$ cat config.mk
export PLATFORM = sky130hd
export DESIGN_NAME = ft_error_logger
export DESIGN_NICKNAME = d
export VERILOG_FILES = /design/src/rtl/ft_error_logger.sv
export SDC_FILE = /design/constraint.sdc
export NUM_CORES = 1
export LEC_CHECK = 0
export ABC_AREA = 1
export CAP_MARGIN = 10
export CORE_UTILIZATION = 50
export DETAILED_ROUTE_END_ITERATION = 10
export PLACE_DENSITY_LB_ADDON = 0.08
export SKIP_LAST_GASP = 1
export SLEW_MARGIN = 10
export SYNTH_ARGS = -nofsm -noshare
export SYNTH_HDL_FRONTEND = slang
export SYNTH_SLANG_ARGS = --single-unit
$ cat constraint.sdc
create_clock -name clk_i -period 3.2 [get_ports clk_i]
set_input_delay 0.64 -clock clk_i [delete_from_list [all_inputs] [get_ports clk_i]]
set_output_delay 0.64 -clock clk_i [all_outputs]
set_load 0.03 [all_outputs]
$ cat src/rtl/ft_error_logger.sv
// Error logger for the fault-tolerance manager: counts rising edges of error_i,
// logs the matching ID-stage PC in a FIFO, and exposes both over a data-port slave.
module ft_error_logger #(
    parameter int DEPTH     = 8,
    parameter int CNT_WIDTH = 16
) (
    input  logic        clk_i,
    input  logic        rst_i,
    input  logic        error_i,
    input  logic [31:0] pc_i,
    input  logic        data_req_i,
    input  logic        data_we_i,
    input  logic [31:0] data_addr_i,
    input  logic [31:0] data_wdata_i,
    input  logic [3:0]  data_be_i,
    output logic        data_gnt_o,
    output logic        data_rvalid_o,
    output logic [31:0] data_rdata_o,
    output logic        irq_o
);

    localparam int PW = (DEPTH > 1) ? $clog2(DEPTH) : 1;
    localparam int LW = $clog2(DEPTH + 1);

    localparam logic [1:0] ADDR_STATUS = 2'd0;
    localparam logic [1:0] ADDR_LEVEL  = 2'd1;
    localparam logic [1:0] ADDR_POP    = 2'd2;
    localparam logic [1:0] ADDR_CTRL   = 2'd3;

    logic                 err_q;
    logic [CNT_WIDTH-1:0] count;
    logic                 overflow;
    logic [LW-1:0]        level;
    logic [LW-1:0]        level_next;
    logic [PW-1:0]        wr_ptr;
    logic [PW-1:0]        rd_ptr;
    logic                 irq_en;
    logic [31:0]          mem [DEPTH];

    logic [1:0]  addr_sel;
    logic        rd_req;
    logic        wr_req;
    logic        err_edge;
    logic        clr;
    logic        pop_do;
    logic        push_ev;
    logic        push_do;
    logic        full;
    logic        drop;
    logic        irq_en_next;
    logic [31:0] status_word;
    logic [31:0] rdata_next;
    logic        unused_inputs;

    // Byte enables and the undecoded address/data bits have no effect.
    assign unused_inputs = ^{data_be_i, data_addr_i[31:4], data_addr_i[1:0],
                             data_wdata_i[31:2]};

    assign data_gnt_o = data_req_i;
    assign addr_sel   = data_addr_i[3:2];
    assign rd_req     = data_req_i & ~data_we_i;
    assign wr_req     = data_req_i & data_we_i;

    assign err_edge = error_i & ~err_q;
    assign clr      = wr_req & (addr_sel == ADDR_CTRL) & data_wdata_i[1];
    assign full     = (level == LW'(DEPTH));

    // A pop frees a slot in the same cycle, so a push into a full FIFO still fits.
    assign pop_do  = rd_req & (addr_sel == ADDR_POP) & (level != '0);
    assign push_ev = err_edge & ~clr;
    assign push_do = push_ev & (~full | pop_do);
    assign drop    = push_ev & full & ~pop_do;

    assign irq_en_next = (wr_req && addr_sel == ADDR_CTRL) ? data_wdata_i[0] : irq_en;

    always_comb begin
        level_next = level;
        if (clr) begin
            level_next = '0;
        end else begin
            case ({push_do, pop_do})
                2'b10:   level_next = level + 1'b1;
                2'b01:   level_next = level - 1'b1;
                default: level_next = level;
            endcase
        end
    end

    always_comb begin
        status_word                = '0;
        status_word[CNT_WIDTH-1:0] = count;
        status_word[31]            = overflow;
    end

    always_comb begin
        rdata_next = '0;
        if (rd_req) begin
            case (addr_sel)
                ADDR_STATUS: rdata_next = status_word;
                ADDR_LEVEL:  rdata_next = {27'b0, 5'(level)};
                ADDR_POP:    rdata_next = (level != '0) ? mem[rd_ptr] : 32'hFFFF_FFFF;
                default:     rdata_next = {31'b0, irq_en};
            endcase
        end
    end

    always_ff @(posedge clk_i) begin
        if (push_do) begin
            mem[wr_ptr] <= pc_i;
        end
    end

    always_ff @(posedge clk_i or posedge rst_i) begin
        if (rst_i) begin
            err_q         <= 1'b0;
            count         <= '0;
            overflow      <= 1'b0;
            level         <= '0;
            wr_ptr        <= '0;
            rd_ptr        <= '0;
            irq_en        <= 1'b0;
            data_rvalid_o <= 1'b0;
            data_rdata_o  <= '0;
            irq_o         <= 1'b0;
        end else begin
            err_q         <= error_i;
            irq_en        <= irq_en_next;
            level         <= level_next;
            data_rvalid_o <= data_req_i;
            data_rdata_o  <= rdata_next;
            irq_o         <= irq_en & (level_next != '0);

            if (clr) begin
                count    <= '0;
                overflow <= 1'b0;
                wr_ptr   <= '0;
                rd_ptr   <= '0;
            end else begin
                if (push_ev && count != '1) begin
                    count <= count + 1'b1;
                end
                if (drop) begin
                    overflow <= 1'b1;
                end
                if (push_do) begin
                    wr_ptr <= wr_ptr + 1'b1;
                end
                if (pop_do) begin
                    rd_ptr <= rd_ptr + 1'b1;
                end
            end
        end
    end

endmodule

==> flow_summary_export.csv <==
group,metric,value,unit
cells_and_area,finish.net_count,1206,
cells_and_area,fill_cells,1967,
clock_tree,clock_sinks,319,
clock_tree,cts_buffer_depth,3,
power_and_ir_drop,p_seq_share,41.8,%
setup_path,worst_setup_path_startpoint,"data_req_i",
setup_path,path_class,"in -> out",
setup_path,critPathMaxFanout,5,
clock_tree,clockRootBuffer,"clkbuf_16",
die,die-area,26100,µm²
setup_path,crit_top_cell,"clkdlybuf4s50_1",
logic_synthesis,yosys.area.top_type,"edfxtp_1",
min_path,min_path_type,"in -> async",
setup_path,critPathBufInv,2,
cells_and_area,drive_above_1_share,11.3,%
power_and_ir_drop,p_sw,0.00373,W
logic_synthesis,synth.distinct_cells,37,
timing,worst_pin_slew,632,ps
power_and_ir_drop,p_int,0.00835,W
die,chipHeight,161,µm
drt,vias,8233,
timing,slew_headroom,57.9,%
clock_tree,htree_levels,2,
logic_synthesis,yosysSeqAreaShare,72.8,%
timing,maxSlewViolCount,0,
logic_synthesis,synthCells,1007,
setup_path,cp.required,2560,ps
placement,place_congestion,0.842,
status,run_status,"complete, no violations",
setup_path,cpPeakStageDelay,700,ps
die,die_w,161,µm
logic_synthesis,synth_edf_count,256,
setup_path,path_delay_family,"buffers and inverters",
logic_synthesis,synth_common_cells,"edfxtp_1 (256), nand2_1 (191), a21oi_1 (129), dfrtp_1 (63), inv_1 (60)",
power_and_ir_drop,p_per_area,788,nW/µm²
clock_tree,cts_buffers,34,
global_route,antenna_found_initial,0,
setup_path,arrival,1890,ps
logic_synthesis,synth_nets,1116,
timing,fin_worst_skew,7.32,ps
setup_path,slowest_stage,"clkdlybuf4s50_1",
logic_synthesis,synth_seq_cells,319,
setup_path,start_kind,"primary input",
power_and_ir_drop,peakVddDrop,0.000486,V
drt,drtAntennaViolNets,0,
logic_synthesis,synth_area,12700,µm²
clock_tree,cts.reportedPaths.clkPinSlew,60,ps
clock_tree,postCtsSetupRepairBufs,0,
drt,drcViolationCount,0,
clock_tree,cts_resized,0,
logic_synthesis,synth_warnings,0,
timing,setup-tns-final,0,ps
die,row_count,58,
drt,vias_per_cell,5.67,
timing,hold_viol,0,
logic_synthesis,synthArstFlopShare,19.7,%
die,ios,140,
cells_and_area,areaGrowthSynthToFinish,20.6,%
global_route,grt_util_all_layers,22.9,%
global_route,grt_pass1_vias,8098,
setup_path,critPathCaptureType,"output pin",
setup_path,rr_startpoint,"level[0]$_DFF_PP0_",
power_and_ir_drop,leakagePower,5.78,nW
drt,wl_per_cell,20.1,µm
timing,fmax,0.395,GHz
logic_synthesis,synth_top_area_share,60.4,%
cells_and_area,final_cell_area,15300,µm²
drt,drt_iter0_drc,681,
timing,rsz0062_at_grt,"no",
logic_synthesis,synth_most_common_cell,"edfxtp_1",
placement,port_buffers,75,
drt,wl,29.2,mm
logic_synthesis,ys.flop_type,"edfxtp_1",
timing,final.period_utilization,79.1,%
clock_tree,postCtsHoldBufs,0,
logic_synthesis,avgSynthCellArea,12.6,µm²
die,coreArea,25000,µm²
global_route,grt_overflow,0,
setup_path,path_cells,"clkdlybuf4s50_1 -> clkdlybuf4s50_1",
global_route,grt_max_degree,134,
clock_tree,insertion_delay,500,ps
timing,finalSetupViolCount,0,
power_and_ir_drop,clockPowerShare,33.6,%
die,start_util,50.8,%
power_and_ir_drop,p_comb_share,24.6,%
drt,dr.pass1.iters,5,
logic_synthesis,synthTopCellsByArea,"edfxtp_1 (60%), dfrtp_1 (12%), nand2_1 (5.6%)",
placement,hpwl,16.5,mm
timing,fin_crit,2530,ps
clock_tree,cts_tree,"yes",
job,maxCapViolations,0,
global_route,grt_pass1_wl,45.4,mm
cells_and_area,diodes,0,
power_and_ir_drop,swShare,30.9,%
placement,place_area,14200,µm²
## cells by family after synthesis
logic type / after synthesis / share of synthesized area [%]
flip-flops: 319 / 72.8
AND/OR/NAND/NOR: 306 / 10.7
AO/OA/AOI/OAI: 249 / 12.1
buffers and inverters: 127 / 3.87
adder cells (fa/ha/maj): 4 / 0.393
XOR/XNOR: 2 / 0.138
## state kept, by name, indices dropped and copies added, names as in the netlist
signal,count
count,16
data_rdata_o,32
data_rvalid_o,1
err_q,1
irq_en,1
irq_o,1
level,4
mem,256
overflow,1
rd_ptr,3
wr_ptr,3
## worst paths after layout
path                                              end  cells after the start  slack, ps
min reg2reg                      count[4]$_DFFE_PP0P_                      1        510
min in group clk_i               count[4]$_DFFE_PP0P_                      1        510
max in group asynchronous  data_rdata_o[17]$_DFF_PP0_                      3       2060
min                                   err_q$_DFF_PP0_                      2        490
max                                        data_gnt_o                      2        670
max reg2reg                      mem[1][29]$_DFFE_PP_                      9       1070
## layout make-up
class | count | area [µm²] | share of cell area, %
clock buffer | 44 | 930 | 6.06
inverter | 69 | 260 | 1.70
sequential | 319 | 9270 | 60.4
timing repair buffer | 112 | 1200 | 7.85
multi-input combinational | 561 | 3030 | 19.8
tap | 330 | 413 | 2.69
clock inverter | 16 | 230 | 1.50
## stage by stage
stage | total power [W] | instances | hold WS (ps) | worst slack [ps] | util (%)
after CTS | 0.0122 | 1451 | 512 | 670 | 61.2
after global placement | 0.00804 | 1391 | 500 | 283 | 56.6
after global routing | 0.0126 | 1451 | 530 | 613 | 61.2
after floorplan | 0.00700 | 1007 | 464 | 53.9 | -
after detailed placement | 0.00808 | 1391 | 504 | 258 | 56.6
final | 0.0121 | 1451 | 492 | 669 | 61.2
## layout by cell type (no fill, tap or decap), types with 8 or more instances in the layout
cell / instances
a21oi_1: 129
a221oi_1: 56
buf_12: 14
buf_4: 23
clkbuf_16: 35
clkdlybuf4s50_1: 75
dfrtp_1: 61
edfxtp_1: 256
inv_1: 58
inv_2: 8
nand2_1: 191
nand3_1: 45
nor2_1: 16
nor2_4: 11
nor3_1: 20
o21ai_0: 24
o22ai_1: 11
o31ai_1: 15
## metal layers
metal  share of wire [%]  GRT usage (%)
met5                   0              0
met4                 1.8           6.22
met3                 5.6           3.54
met2                  49           38.6
met1                  44           31.2
## power by group through the flow
stage	Sequential (W)	Clock (W)	Combinational [W]
4_1_cts	0.00505	0.00414	0.00297
6_report	0.00505	0.00407	0.00297
2_1_floorplan	0.00512	0	0.00188
3_5_place_dp	0.00513	0	0.00295
5_1_grt	0.00508	0.00429	0.00326
3_3_place_gp	0.00513	0	0.00291
No activity file was read; power rests on OpenSTA's default activity.
